===== src/rtl/config_pkg.sv =====
// Shared definitions for the configuration stream loader.
//
// Holds the parse-state encoding, bus field widths, header field positions
// and the checksum fold helper used when CONFIG_STREAM_LOADER_CHECKSUM_EN
// is defined.
package config_pkg;

  localparam int TILE_ID_W = 16;
  localparam int CFG_ID_W  = 16;
  localparam int DATA_W    = 32;
  localparam int COUNT_W   = 16;
  localparam int WCOUNT_W  = 16;

  // Header word layout: {tile_id, entry_count}
  localparam int HDR_TILE_MSB  = 31;
  localparam int HDR_TILE_LSB  = 16;
  localparam int HDR_COUNT_MSB = 15;
  localparam int HDR_COUNT_LSB = 0;

  // Passed through untouched; the tiles decide what broadcast means.
  localparam logic [TILE_ID_W-1:0] BROADCAST_TILE_ID = 16'hFFFF;

  typedef enum logic [1:0] {
    HDR = 2'd0,
    CID = 2'd1,
    DAT = 2'd2,
    CHK = 2'd3
  } state_e;

  // Running checksum over the CID/DAT words of one packet.
  function automatic logic [DATA_W-1:0] csum_fold(input logic [DATA_W-1:0] acc,
                                                  input logic [DATA_W-1:0] word);
    csum_fold = acc ^ word;
  endfunction

endpackage


===== src/rtl/config_packet_fsm.sv =====
// Packet parser for the configuration stream loader.
//
// Tracks where the loader is inside a packet (header / config id / data /
// optional trailer) and how many entries remain, and reports which kind of
// word transferred this cycle so the top level can update its registers.
//
// Ports:
//   clk, reset        clock, asynchronous active-high reset
//   in_valid          upstream word valid
//   hdr_count         entry-count field of the current input word
//   in_ready          registered ready; low only while in reset
//   busy              high whenever the parser is not waiting for a header
//   hdr_take/cid_take/dat_take   word of that kind transferred this cycle
//   chk_take          trailer transferred (CONFIG_STREAM_LOADER_CHECKSUM_EN only)
//   pkt_end           packet completes this cycle; pkt_done follows next cycle
//
// Build option: CONFIG_STREAM_LOADER_CHECKSUM_EN adds the CHK trailer state.
module config_packet_fsm
  import config_pkg::*;
(
  input  logic               clk,
  input  logic               reset,
  input  logic               in_valid,
  input  logic [COUNT_W-1:0] hdr_count,
  output logic               in_ready,
  output logic               busy,
  output logic               hdr_take,
  output logic               cid_take,
  output logic               dat_take,
`ifdef CONFIG_STREAM_LOADER_CHECKSUM_EN
  output logic               chk_take,
`endif
  output logic               pkt_end
);

  state_e             state_q, state_d;
  logic [COUNT_W-1:0] remaining_q, remaining_d;
  logic               in_ready_q;
  logic               xfer;

  assign xfer     = in_valid & in_ready_q;
  assign in_ready = in_ready_q;
  assign busy     = (state_q != HDR);

  // Next-state and remaining-count decisions for each accepted word.
  always_comb begin
    state_d     = state_q;
    remaining_d = remaining_q;
    hdr_take    = 1'b0;
    cid_take    = 1'b0;
    dat_take    = 1'b0;
    pkt_end     = 1'b0;
`ifdef CONFIG_STREAM_LOADER_CHECKSUM_EN
    chk_take    = 1'b0;
`endif
    case (state_q)
      HDR: begin
        if (xfer) begin
          hdr_take    = 1'b1;
          remaining_d = hdr_count;
          if (hdr_count == 16'd0) begin
`ifdef CONFIG_STREAM_LOADER_CHECKSUM_EN
            // An empty packet still carries a trailer (expected value 0).
            state_d = CHK;
`else
            pkt_end = 1'b1;
            state_d = HDR;
`endif
          end else begin
            state_d = CID;
          end
        end else begin
          state_d = HDR;
        end
      end
      CID: begin
        if (xfer) begin
          cid_take = 1'b1;
          state_d  = DAT;
        end else begin
          state_d = CID;
        end
      end
      DAT: begin
        if (xfer) begin
          dat_take    = 1'b1;
          remaining_d = remaining_q - 16'd1;
          if (remaining_q == 16'd1) begin
`ifdef CONFIG_STREAM_LOADER_CHECKSUM_EN
            state_d = CHK;
`else
            pkt_end = 1'b1;
            state_d = HDR;
`endif
          end else begin
            state_d = CID;
          end
        end else begin
          state_d = DAT;
        end
      end
      CHK: begin
`ifdef CONFIG_STREAM_LOADER_CHECKSUM_EN
        if (xfer) begin
          chk_take = 1'b1;
          pkt_end  = 1'b1;
          state_d  = HDR;
        end else begin
          state_d = CHK;
        end
`else
        state_d = HDR;
`endif
      end
      default: begin
        state_d = HDR;
      end
    endcase
  end

  // Parser state, remaining-entry counter and registered ready.
  always_ff @(posedge clk or posedge reset) begin
    if (reset) begin
      state_q     <= HDR;
      remaining_q <= 16'd0;
      in_ready_q  <= 1'b0;
    end else begin
      state_q     <= state_d;
      remaining_q <= remaining_d;
      in_ready_q  <= 1'b1;
    end
  end

endmodule


===== src/rtl/config_stream_loader.sv =====
// Configuration stream loader: turns a valid/ready stream of packet words
// into registered writes on the shared tile configuration bus.
//
// Packet: header {tile_id[31:16], count[15:0]}, then count pairs of
// (config-id word, data word); with CONFIG_STREAM_LOADER_CHECKSUM_EN defined
// a trailer word equal to the XOR of all config-id and data words follows.
//
// Ports:
//   clk, reset     clock, asynchronous active-high reset
//   in_data        packet word
//   in_valid       in_data valid
//   in_ready       loader accepts a word this cycle
//   config_addr    {tile_id, config_id} of the current write
//   config_data    payload of the current write
//   config_en      one-cycle write strobe
//   busy           inside a packet
//   pkt_done       one-cycle pulse when a packet completes
//   write_count    writes since reset, wraps at 16 bits
//   error          sticky trailer-mismatch flag (tied 0 without the macro)
//
// Build option: CONFIG_STREAM_LOADER_CHECKSUM_EN enables the trailer check.
module config_stream_loader
  import config_pkg::*;
(
  input  logic                          clk,
  input  logic                          reset,
  input  logic [DATA_W-1:0]             in_data,
  input  logic                          in_valid,
  output logic                          in_ready,
  output logic [TILE_ID_W+CFG_ID_W-1:0] config_addr,
  output logic [DATA_W-1:0]             config_data,
  output logic                          config_en,
  output logic                          busy,
  output logic                          pkt_done,
  output logic [WCOUNT_W-1:0]           write_count,
  output logic                          error
);

  logic hdr_take, cid_take, dat_take, pkt_end;

  logic [TILE_ID_W-1:0]          tile_id_q, tile_id_d;
  logic [CFG_ID_W-1:0]           cfg_id_q, cfg_id_d;
  logic [TILE_ID_W+CFG_ID_W-1:0] config_addr_q, config_addr_d;
  logic [DATA_W-1:0]             config_data_q, config_data_d;
  logic                          config_en_q, config_en_d;
  logic                          pkt_done_q, pkt_done_d;
  logic [WCOUNT_W-1:0]           write_count_q, write_count_d;

`ifdef CONFIG_STREAM_LOADER_CHECKSUM_EN
  logic              chk_take;
  logic [DATA_W-1:0] csum_q, csum_d;
  logic              error_q, error_d;
`endif

  config_packet_fsm u_fsm (
    .clk       (clk),
    .reset     (reset),
    .in_valid  (in_valid),
    .hdr_count (in_data[HDR_COUNT_MSB:HDR_COUNT_LSB]),
    .in_ready  (in_ready),
    .busy      (busy),
    .hdr_take  (hdr_take),
    .cid_take  (cid_take),
    .dat_take  (dat_take),
`ifdef CONFIG_STREAM_LOADER_CHECKSUM_EN
    .chk_take  (chk_take),
`endif
    .pkt_end   (pkt_end)
  );

  // Capture header/config-id fields and form the next bus write.
  always_comb begin
    tile_id_d     = tile_id_q;
    cfg_id_d      = cfg_id_q;
    config_addr_d = config_addr_q;
    config_data_d = config_data_q;
    config_en_d   = 1'b0;
    pkt_done_d    = pkt_end;
    write_count_d = write_count_q;
    if (hdr_take) begin
      tile_id_d = in_data[HDR_TILE_MSB:HDR_TILE_LSB];
    end else begin
      tile_id_d = tile_id_q;
    end
    if (cid_take) begin
      // Only the low config-id bits reach the bus; the rest are ignored.
      cfg_id_d = in_data[CFG_ID_W-1:0];
    end else begin
      cfg_id_d = cfg_id_q;
    end
    if (dat_take) begin
      config_en_d   = 1'b1;
      config_addr_d = {tile_id_q, cfg_id_q};
      config_data_d = in_data;
      write_count_d = write_count_q + 16'd1;
    end else begin
      config_en_d   = 1'b0;
      config_addr_d = config_addr_q;
      config_data_d = config_data_q;
      write_count_d = write_count_q;
    end
  end

  // Bus output registers and write counter.
  always_ff @(posedge clk or posedge reset) begin
    if (reset) begin
      tile_id_q     <= 16'd0;
      cfg_id_q      <= 16'd0;
      config_addr_q <= 32'd0;
      config_data_q <= 32'd0;
      config_en_q   <= 1'b0;
      pkt_done_q    <= 1'b0;
      write_count_q <= 16'd0;
    end else begin
      tile_id_q     <= tile_id_d;
      cfg_id_q      <= cfg_id_d;
      config_addr_q <= config_addr_d;
      config_data_q <= config_data_d;
      config_en_q   <= config_en_d;
      pkt_done_q    <= pkt_done_d;
      write_count_q <= write_count_d;
    end
  end

`ifdef CONFIG_STREAM_LOADER_CHECKSUM_EN
  // Running XOR restarts at each header; trailer mismatch latches error.
  always_comb begin
    csum_d  = csum_q;
    error_d = error_q;
    if (hdr_take) begin
      csum_d = 32'd0;
    end else if (cid_take || dat_take) begin
      csum_d = csum_fold(csum_q, in_data);
    end else begin
      csum_d = csum_q;
    end
    if (chk_take && (in_data != csum_q)) begin
      error_d = 1'b1;
    end else begin
      error_d = error_q;
    end
  end

  // Checksum accumulator and sticky error flag.
  always_ff @(posedge clk or posedge reset) begin
    if (reset) begin
      csum_q  <= 32'd0;
      error_q <= 1'b0;
    end else begin
      csum_q  <= csum_d;
      error_q <= error_d;
    end
  end

  assign error = error_q;
`else
  assign error = 1'b0;
`endif

  assign config_addr = config_addr_q;
  assign config_data = config_data_q;
  assign config_en   = config_en_q;
  assign pkt_done    = pkt_done_q;
  assign write_count = write_count_q;

endmodule

===== config.mk =====
export PLATFORM = sky130hd
export DESIGN_NAME = config_stream_loader
export DESIGN_NICKNAME = d
export VERILOG_FILES = /design/src/rtl/config_pkg.sv /design/src/rtl/config_packet_fsm.sv /design/src/rtl/config_stream_loader.sv
export SDC_FILE = /design/constraint.sdc
export NUM_CORES = 1
export LEC_CHECK = 0
export CAP_MARGIN = 20
export CORE_AREA = 2 2 114 105
export DETAILED_ROUTE_END_ITERATION = 12
export DIE_AREA = 0 0 116 107
export GPL_TIMING_DRIVEN = 0
export HOLD_SLACK_MARGIN = 0.12
export PLACE_DENSITY = 0.78
export SLEW_MARGIN = 20
export SYNTH_ARGS = -nofsm -noshare
export SYNTH_HDL_FRONTEND = slang
export SYNTH_SLANG_ARGS = --single-unit
export TNS_END_PERCENT = 50

===== constraint.sdc =====
create_clock -name clk -period 5.6 [get_ports clk]
set_clock_uncertainty 0.05 [all_clocks]
set_input_delay 1.4 -clock clk [delete_from_list [all_inputs] [get_ports clk]]
set_output_delay 1.4 -clock clk [all_outputs]
set_load 0.02 [all_outputs]

# [Yosys cells after proc, flatten, opt, wreduce, memory -nomap -nowiden]
# Cells that the tools add are included.
[word_totals] regBits=133 output_inout_bits=85 elab_cells=43
[op_classes] addsub=2 n_eq_ne=6 mux=19 n_bitwise=1 reduce_logical=5
[op_table] operator="2-to-1 mux 16 bit" n=2
[op_table] operator="one-hot mux 16 bit (2 select lines)" n=1
[op_table] operator="adder 16 x 1 -> 16 bit, second input constant" n=1
[op_table] operator="equality test 16 x 1 -> 1 bit, second input constant" n=1
[op_table] operator="logical NOT 16 bit" n=1
[op_table] operator="subtractor 16 x 1 -> 16 bit, second input constant" n=1
[op_table] operator="2-to-1 mux 1 bit" n=12
[op_table] operator="one-hot mux 2 bit (4 select lines)" n=1
[op_table] operator="equality test 2 bit, second input constant" n=2
[op_table] operator="2-to-1 mux 2 bit" n=2
[op_table] operator="inequality test 2 x 1 -> 1 bit, second input constant" n=2
[op_table] operator="nonzero test 2 bit" n=2
[op_table] operator="AND reduction 3 bit" n=1
[op_table] operator="equality test 2 x 1 -> 1 bit, second input constant" n=1
[op_table] operator="logical NOT 2 bit" n=1
[op_table] operator="one-hot mux 1 bit (2 select lines)" n=1
[op_table] operator="AND 1 bit" n=1

# [Longest topological paths before layout]
# Gate-level depths: netlist of run 1.
[logic_depth] ltp_word=4 depth_mapped=7 mapped_depth_nobuf=7

# [Modules after synthesis]
# From an unflattened synthesis of run 1, not the netlist that was laid out.
[unflattened] cells_unflattened=421 area_unflattened_um2=5607.9
[modules_own_cells] module="config_stream_loader" instances=1 cells_each=269 area_each_um2=4355.4 seq_area_each_um2=2852.7
[modules_own_cells] module="config_packet_fsm" instances=1 cells_each=152 area_each_um2=1252.5 seq_area_each_um2=475.5

# [Worst setup path before layout of run 1]
# OpenSTA, ideal clock, no wires.
[synth_timing] path_type="reg2out" startpoint="register u_fsm.state_q[1]" endpoint="output port busy" arrival_ns=1.223 required_ns=4.150 setup_slack_ns=2.927 stages_incl_launch_ff=5 path_buffers=3 path_cell_list="dfrtp_1 -> buf_2 -> clkbuf_1 -> clkbuf_1 -> or2_2"
[synth_via] elab_chain_len=1
[synth_lines] element="start: declaration" line_no="config_packet_fsm.sv:36" text="state_e state_q, state_d;"
[synth_lines] element="start signal: assignment" line_no="config_packet_fsm.sv:128" text="state_q <= state_d;"
[synth_lines] element="nonzero test 2 bit" line_no="config_packet_fsm.sv:43" text="assign busy = (state_q != HDR);"
[synth_lines] element="end: declaration" line_no="config_stream_loader.sv:33" text="output logic busy,"
# No other way between the ends.

# [Worst setup path in the final report of run 1]
# Same ends and word-level chain as after synthesis.

==> summary.md, run 1 <==
| Metric | Value |
|---|---|
| Status | complete, no violations |
| Routed Antenna Nets | 0 |
| Initial antenna violation count | 0 |
| CTS Buffer Depth | 2 |
| Gr ovfl total | 0 |
| Top FF cell, synth | dfrtp_1 |
| #FFs+latches synth | 133 |
| Register area share after synthesis | 60.2% |
| Die area | 0.0124 mm^2 |
| Hold buffer count at CTS | 0 |
| Layout Nets | 724 |
| Tightest Pin Transition | 0.655 ns |
| Routed wire length | 13800 um |
| Hold Slack | 0.414 ns |
| Number of flops mapped to enable cells by yosys | 0 |
| Initial DRT Pass Iterations | 5 |
| Vias | 4517 |
| Synth Cell Area | 0.00553 mm^2 |
| Mapped Nets | 586 |
| RSZ-0062 raised after global routing | no |
| Layout Utilization | 67.7% |
| Crit. End Element | primary output |
| H-tree Lvls | 4 |
| Pre-CTS setup slack | 1.85 ns |
| Root Driver | clkbuf_16 |
| GPL Wtd Cong | 0.847 |
| Power Density | 539 mW/mm^2 |
| # resized after CTS | 0 |
| Leakage | 0.00353 uW |
| Critical Path Start Type | flip-flop |
| CTS Sinks | 133 |
| Port Buffers | 118 |
| Total CTS buffers | 17 |
| Largest net degree at the start of global routing | 111 |
| Total chip power | 4090 uW |
| Syn Inst Count | 548 |
| Fillers | 871 |
| Share of layout cells above drive strength 1 | 7.15% |
| Total GRT Usage | 23.1% |
| Number of failing hold endpoints at the final stage | 0 |
| Die X | 116 um |
| Fin. max-slew vios | 0 |
| Netlist cell types | 49 |
| Final setup violation count | 0 |
| CP Data Required Time | 4.15 ns |
| Max FO, Critical Path | 10 |
| Max-slew headroom | 56.3% |
| DRC | 0 |
| Finished layout cell area | 0.00759 mm^2 |
| Min-Delay Path Class | reg2reg |
| Global-route wire length before repair | 22100 um |
| DP Area | 0.00694 mm^2 |
| Number of max-cap violations | 0 |
| P&R area growth vs syn | 37.3% |
| Post-DP HPWL | 9640 um |
| CP arrival | 2.57 ns |
| Avg WL per Cell | 16.2 um |
| Syn Area/Cell | 10.1 um^2 |
| N_diodes | 0 |
| Final Cycle Share | 71.7% |
| Critical path class | reg2out |
| Vias per cell | 5.28 |
| Fin worst setup slack | 1.58 ns |
| Row Count | 37 |
| Boundary Pins | 120 |
| Vias in the first global route | 4473 |
| Die Ht | 107 um |
| Iter 0 DRT Violations | 288 |
| Core box area | 0.0112 mm^2 |
| TritonCTS clock tree | built |
| Max IR drop VDD | 0.235 mV |
| Initial Util | 49.3% |
| Ys Warns | 0 |
| Leading cell type in the layout, fill and taps excluded | nand2_1 |
| Clock transition at path regs | 0.06 ns |
| Asr flop ratio synth | 100% |
| Post-CTS Setup Bufs | 0 |
| Commonest non-fill, non-tap cells in the layout | nand2_1 (211), dfrtp_1 (133), clkdlybuf4s50_1 (118) |
| Clock latency on the worst-skew pair | 0.41 ns |
| Fmax | 249 MHz |
| Tmin final | 4.02 ns |
-- report_power, final --
group	switching, uW	leakage, uW	total, uW	internal [uW]
Clock	398	0.000324	1220	821
Sequential	251	0.00167	1580	1330
Combinational	681	0.00154	1290	606
-- worst max-delay path, stage by stage (launching register included) --
cell and delay (ns):
dfrtp_1 0.32, buf_2 0.18, clkbuf_1 0.41, clkbuf_1 0.42, or2_2 0.21, clkdlybuf4s50_1 0.60
-- stage by stage --
| stage | std cells | setup TNS (ns) |
|---|---|---|
| 4_1_cts | 855 | 0 |
| 2_1_floorplan | 548 | 0 |
| 3_3_place_gp | 822 | -148.20 |
| 6_report | 855 | 0 |
| 5_1_grt | 855 | 0 |
| 3_5_place_dp | 823 | 0 |
-- synthesized netlist by cell type (5+ instances only) --
cell type,number,area [um^2]
nor2_1,17,63.8
nor3_1,5,25.0
mux2_1,25,282
nand2b_1,5,31.3
o21ai_0,6,30.0
inv_1,6,22.5
nor4_1,5,31.3
xnor2_1,12,105
a21oi_1,17,85.1
mux2_2,7,78.8
dfrtp_1,133,3330
nand4_1,6,37.5
nand2_1,211,792
o22ai_1,6,37.5
clkbuf_1,21,78.8
nand3_1,10,50.1
-- flip-flops by register name, summed over array words and instances (netlist names) --
register,count
config_data,32
config_en,1
pkt_done,1
config_addr,32
u_fsm.in_ready,1
tile_id_q,16
u_fsm.state_q,2
u_fsm.remaining_q,16
write_count,16
cfg_id_q,16
-- cell families after synthesis --
family / share of synthesized area (%)
compound gates: 5.39
xor+xnor: 2.38
flops: 60.2
buf+inv: 2.38
other cells: 0.136
simple gates: 22.1
mux: 6.70
fa+ha+maj: 0.679
-- cell type report --
cell class | instances | area, um^2 | share of cell area (%)
clock inverters | 10 | 175 | 2.31
inverters | 7 | 33.8 | 0.445
repair buffers | 119 | 1210 | 15.9
flip-flops and latches | 133 | 3330 | 43.9
clock buffers | 22 | 474 | 6.25
multi-input cells | 382 | 2070 | 27.3
plain buffers | 26 | 105 | 1.38
well taps | 156 | 195 | 2.57
-- final timing paths --
path	slack [ns]	to	from	cells after the start
worst max-delay path	1.58	busy	u_fsm.state_q[1]	5
worst min-delay path	0.41	config_addr[5]	cfg_id_q[5]	2
worst max register to register	3.24	config_data[12]	u_fsm.state_q[0]	6
worst min register to register	0.41	config_addr[5]	cfg_id_q[5]	2
max in group asynchronous	3.45	config_addr[11]	reset	3
min in group asynchronous	1.27	config_data[25]	reset	2
-- per-layer routing --
| metal | GRT usage, % | vias up | part of all wire [%] |
|---|---|---|---|
| li1 | - | 2089 | - |
| met1 | 30.6 | 2220 | 44 |
| met2 | 37.1 | 183 | 47 |
| met3 | 5.26 | 25 | 6.8 |
| met4 | 9.01 | 0 | 2.1 |
| met5 | 0 | - | 0 |
(Power assumes the default switching activity.)
==> inputs of run 2 (changes only) <==
clock period = 4.1 ns   (was 5.6 ns; I/O delays follow)
==> summary.md, run 2 (synthesized netlist as in run 1, its figures left out) <==
| Metric | Value |
|---|---|
| Status | complete, no violations (unchanged) |
| Crit. End Element | primary output (unchanged) |
| Clock transition at path regs | 0.06 ns (about the same) |
| CP arrival | 2.58 ns (was 2.57 ns) |
| Gr ovfl total | 0 (unchanged) |
| Commonest non-fill, non-tap cells in the layout | nand2_1 (211), dfrtp_1 (133), clkdlybuf4s50_1 (118) (unchanged) |
| GPL Wtd Cong | 0.866 (was 0.847) |
| Combinational power share | 32.6% (was 31.5%) |
| Post-DP HPWL | 9940 um (was 9640 um) |
| Met2 usage | 38.7% (was 37.1%) |
| Switching pwr | 1850 uW (was 1330 uW) |
| Total GRT Usage | 23.9% (was 23.1%) |
| Max IR drop VDD | 0.392 mV (was 0.235 mV) |
| Number of max-cap violations | 0 (unchanged) |
| Final setup violation count | 0 (unchanged) |
| Clock latency on the worst-skew pair | 0.41 ns (about the same) |
| # resized after CTS | 0 (unchanged) |
| Setup slack, reg-to-reg | 1.83 ns (was 3.24 ns) |
| Vias in the first global route | 4554 (was 4473) |
| Row Count | 37 (unchanged) |
| Total CTS buffers | 17 (unchanged) |
| Die X | 116 um (unchanged) |
| Routed Antenna Nets | 0 (unchanged) |
| Leading cell type in the layout, fill and taps excluded | nand2_1 (unchanged) |
| Iter 0 DRT Violations | 425 (was 288) |
| Vias per cell | 5.26 (was 5.28) |
| Min-Delay Path Class | reg2reg (unchanged) |
| Share of layout cells above drive strength 1 | 7.69% (was 7.15%) |
| Fmax | 273 MHz |
| Seq pwr share | 39.9% (was 38.7%) |
| Initial Util | 49.3% (unchanged) |
| CTS Buffer Depth | 2 (unchanged) |
| Slowest cell on the critical path | clkdlybuf4s50_1 (unchanged) |
| P&R area growth vs syn | 37.1% (was 37.3%) |
| Critical Path Start Type | flip-flop (unchanged) |
| Initial antenna violation count | 0 (unchanged) |
| Port Buffers | 118 (unchanged) |
| Placed Cells | 826 (was 823) |
| Die area | 0.0124 mm^2 (unchanged) |
| Power Density | 716 mW/mm^2 (was 539 mW/mm^2) |
| Number of failing hold endpoints at the final stage | 0 (unchanged) |
| Tightest Pin Transition | 0.666 ns (was 0.655 ns) |
| Hold buffer count at CTS | 0 (unchanged) |
| Final Cycle Share | 89.2% |
| Pint | 3580 uW (was 2760 uW) |
| Max-slew headroom | 55.6% (was 56.3%) |
| Worst-path cell chain | buf_2 -> clkbuf_1 -> clkbuf_1 -> or2_2 -> clkdlybuf4s50_1 (unchanged) |
| Root Driver | clkbuf_16 (unchanged) |
| CTS Sinks | 133 (unchanged) |
| Gr busiest metal | met2 (unchanged) |
| Setup TNS | 0 ns (unchanged) |
| Fillers | 868 (was 871) |
| Switching Fraction | 34.1% (was 32.5%) |
| Max FO, Critical Path | 10 (unchanged) |
| Pre-CTS setup slack | 0.786 ns (was 1.85 ns) |
| H-tree Lvls | 4 (unchanged) |
| Clock power share | 27.5% (was 29.8%) |
| Layout Nets | 727 (was 724) |
| RSZ-0062 raised after global routing | no (unchanged) |
| Avg WL per Cell | 16.4 um (was 16.2 um) |
| Top cell by count, worst path | clkbuf_1 (unchanged) |
| Vias | 4515 (was 4517) |
| Critical path class | reg2out (unchanged) |
| Global-route wire length before repair | 22800 um (was 22100 um) |
| TritonCTS clock tree | built (unchanged) |
| Core box area | 0.0112 mm^2 (unchanged) |
| Routed wire length | 14000 um (was 13800 um) |
| Fin. max-slew vios | 0 (unchanged) |
| Fin worst setup slack | 0.442 ns (was 1.58 ns) |
| Die Ht | 107 um (unchanged) |
| Leakage | 0.00351 uW (was 0.00353 uW) |
| Post-CTS Setup Bufs | 0 (unchanged) |
| Tmin final | 3.66 ns |
| N_diodes | 0 (unchanged) |
| Routing usage on met1 | 31.6% (was 30.6%) |
| Boundary Pins | 120 (unchanged) |
| Layout Cells excl Fill | 858 (was 855) |
| Total chip power | 5430 uW (was 4090 uW) |
| DRC | 0 (unchanged) |
| Initial DRT Pass Iterations | 5 (unchanged) |
| Largest net degree at the start of global routing | 35 (was 111) |
| Worst path max stage delay | 0.61 ns (was 0.60 ns) |
| CP Data Required Time | 3.02 ns (was 4.15 ns) |
| Met3 Resource Use GR | 5.82% (was 5.26%) |
## run 2: changes by cell type in the layout (fill, tap and decap cells not counted), sizes merged
| cell | delta |
|---|---|
| bufinv | -3 |
| clkbuf | -2 |
| clkinv | +1 |
| buf | +3 |
| clkinvlp | +4 |
## run 2: through the flow
step	area (um^2)	util (%)	hold slack, ns
after floorplan	5530	-	0.383
after global placement	6910	61.7	0.391
after detailed placement	7000	62.4	0.400
after CTS	7580	67.7	0.423
after global routing	7580	67.7	0.433
final	7580	67.7	0.417
## run 2: cell type report
cell class,count,area (um^2),area share (%)
tap,156,195,2.57
clock buffer,20,457,6.02
inverter,7,30.0,0.396
multi-input combinational,382,2070,27.3
timing repair buffer,122,1270,16.7
sequential,133,3330,43.9
buffer,26,105,1.39
clock inverter,12,129,1.70
## run 2: worst paths after layout
check,startpoint,depth (start not counted),endpoint
max,u_fsm.state_q[1],5,busy
min,cfg_id_q[9],2,config_addr[9]
max reg2reg,u_fsm.state_q[0],6,config_data[12]
min reg2reg,cfg_id_q[9],2,config_addr[9]
max in group asynchronous,reset,4,config_addr[9]
min in group asynchronous,reset,2,config_data[26]
## run 2: per-layer routing
layer | wire, um | share of wire (%)
met5 | 0 | 0
met4 | 244 | 1.7
met3 | 971 | 6.9
met2 | 6830 | 49
met1 | 5990 | 43
## run 2: critical path, delay by kind of cell (launching register included)
kind                   cells  cell delay, ns
DFF                        1            0.31
buffers and inverters      4            1.64
and+or+nand+nor            1            0.22
## run 2: power groups by stage
stage	registers, uW	clock network, uW	logic, uW
floorplan	2420	0	672
global placement	2150	0	1700
detailed placement	2180	0	1770
CTS	2160	1510	1780
global route	2230	1580	1920
finish	2170	1490	1770
==> inputs of run 3 (changes only) <==
CORE_AREA = 2 2 113 104   (was 2 2 114 105)
CTS_CLUSTER_DIAMETER = 60   (was unset)
DIE_AREA = 0 0 115 106   (was 0 0 116 107)
PLACE_DENSITY = 0.79   (was 0.78)
==> summary.md, run 3 (synthesized netlist as in run 1, its figures left out) <==
| Metric | Value |
|---|---|
| Iter 0 DRT Violations | 452 (was 425) |
| CP Data Required Time | 3.02 ns (about the same) |
| Clock latency on the worst-skew pair | 0.41 ns (about the same) |
| Initial antenna violation count | 0 (unchanged) |
| Final setup violation count | 0 (unchanged) |
| Clock transition at path regs | 0.05 ns (was 0.06 ns) |
| Layout Nets | 727 (unchanged) |
| Boundary Pins | 120 (unchanged) |
| Leakage | 0.00352 uW (was 0.00351 uW) |
| TritonCTS clock tree | built (unchanged) |
| P&R area growth vs syn | 36.9% (was 37.1%) |
| Crit path max-delay family | buffers and inverters (unchanged) |
| N_diodes | 0 (unchanged) |
| Total CTS buffers | 17 (unchanged) |
| Total chip power | 5460 uW (was 5430 uW) |
| Root Driver | clkbuf_16 (unchanged) |
| Power Density | 721 mW/mm^2 (was 716 mW/mm^2) |
| Top cell by count, worst path | clkbuf_1 (unchanged) |
| CP arrival | 2.56 ns (was 2.58 ns) |
| Status | complete, no violations (unchanged) |
| Routed Antenna Nets | 0 (unchanged) |
| Total GRT Usage | 23.7% (was 23.9%) |
| Largest net degree at the start of global routing | 34 (was 35) |
| GPL Wtd Cong | 0.843 (was 0.866) |
| Final Cycle Share | 88.6% (was 89.2%) |
| Initial Util | 49.8% (was 49.3%) |
| Routed wire length | 13700 um (was 14000 um) |
| Leading cell type in the layout, fill and taps excluded | nand2_1 (unchanged) |
| Critical Path Start Type | flip-flop (unchanged) |
| Number of failing hold endpoints at the final stage | 0 (unchanged) |
| Max FO, Critical Path | 10 (unchanged) |
| Post-DP HPWL | 9700 um (was 9940 um) |
| Tightest Pin Transition | 0.654 ns (was 0.666 ns) |
| Met2 usage | 37.4% (was 38.7%) |
| Initial DRT Pass Iterations | 5 (unchanged) |
| Global-route wire length before repair | 22400 um (was 22800 um) |
| Core box area | 0.0111 mm^2 (was 0.0112 mm^2) |
| Vias in the first global route | 4501 (was 4554) |
| Setup TNS | 0 ns (unchanged) |
| # resized after CTS | 0 (unchanged) |
| Vias per cell | 5.36 (was 5.26) |
| Max-slew headroom | 56.4% (was 55.6%) |
| Number of max-cap violations | 0 (unchanged) |
| H-tree Lvls | 4 (unchanged) |
| Die X | 115 um (was 116 um) |
| CTS Buffer Depth | 2 (unchanged) |
| Hold Slack | 0.413 ns (was 0.417 ns) |
| Die area | 0.0122 mm^2 (was 0.0124 mm^2) |
| CTS Sinks | 133 (unchanged) |
| Vias | 4478 (was 4515) |
| Avg WL per Cell | 16.3 um (was 16.4 um) |
| Fmax | 275 MHz (was 273 MHz) |
| Slowest cell on the critical path | clkdlybuf4s50_1 (unchanged) |
| Gr ovfl total | 0 (unchanged) |
| Gr busiest metal | met2 (unchanged) |
| Routing usage on met1 | 31.3% (was 31.6%) |
| Worst-path cell chain | buf_2 -> clkbuf_1 -> clkbuf_1 -> or2_2 -> clkdlybuf4s50_1 (unchanged) |
| DRC | 0 (unchanged) |
| Met3 Resource Use GR | 6.56% (was 5.82%) |
| Row Count | 37 (unchanged) |
| Share of layout cells above drive strength 1 | 7.43% (was 7.69%) |
| Fin. max-slew vios | 0 (unchanged) |
| Hold buffer count at CTS | 0 (unchanged) |
| Fillers | 855 (was 868) |
| Crit. End Element | primary output (unchanged) |
| Tmin final | 3.63 ns (was 3.66 ns) |
| Commonest non-fill, non-tap cells in the layout | nand2_1 (211), dfrtp_1 (133), clkdlybuf4s50_1 (118) (unchanged) |
| Post-CTS Setup Bufs | 0 (unchanged) |
| Die Ht | 106 um (was 107 um) |
| Worst path max stage delay | 0.61 ns (about the same) |
| Critical path class | reg2out (unchanged) |
| Min-Delay Path Class | reg2reg (unchanged) |
| Port Buffers | 118 (unchanged) |
| RSZ-0062 raised after global routing | no (unchanged) |
| Max IR drop VDD | 0.336 mV (was 0.392 mV) |
| Setup slack, reg-to-reg | 1.72 ns (was 1.83 ns) |
| Worst Path Buf+Inv | 4 (unchanged) |
run 3: cell type report:
class / count / area [um^2] / share of cell area [%]
buffer: 26 / 105 / 1.39
clock buffer: 21 / 470 / 6.22
clock inverter: 9 / 128 / 1.69
inverter: 7 / 30.0 / 0.397
multi-input combinational: 382 / 2070 / 27.3
sequential: 133 / 3330 / 44.0
tap: 136 / 170 / 2.25
timing repair buffer: 122 / 1270 / 16.8
run 3: power breakdown:
| group | total, uW | switching (uW) | internal, uW |
|---|---|---|---|
| Combinational | 1760 | 931 | 834 |
| Sequential | 2160 | 341 | 1820 |
| Clock | 1530 | 535 | 993 |
run 3: tightest hold or removal path, stage by stage, from the launching register on:
cell,delay (ns)
dfrtp_1,0.34
nand2_1,0.05
nand2_1,0.05
run 3: worst paths after layout:
kind	depth (start not counted)	from	end
worst min-delay path	2	cfg_id_q[3]	config_addr[3]
worst min register to register	2	cfg_id_q[3]	config_addr[3]
worst max register to register	6	u_fsm.state_q[0]	config_data[13]
max in group asynchronous	5	reset	config_data[28]
min in group asynchronous	2	reset	config_addr[22]
worst max-delay path	5	u_fsm.state_q[1]	busy
run 3: metrics by stage:
step	setup slack, ns	utilization [%]	cells	cell area [um^2]
after floorplan	1.37	-	548	5530
after global routing	0.331	68.1	836	7570
after global placement	0.273	61.9	802	6880
after detailed placement	0.733	62.7	806	6970
after CTS	0.511	68.1	836	7570
final	0.468	68.1	836	7570
run 3: layer usage:
layer	up-vias	wire (um)
met3	25	888
met2	181	6760
li1	2087	-
met1	2185	5810
met5	-	0
met4	0	202
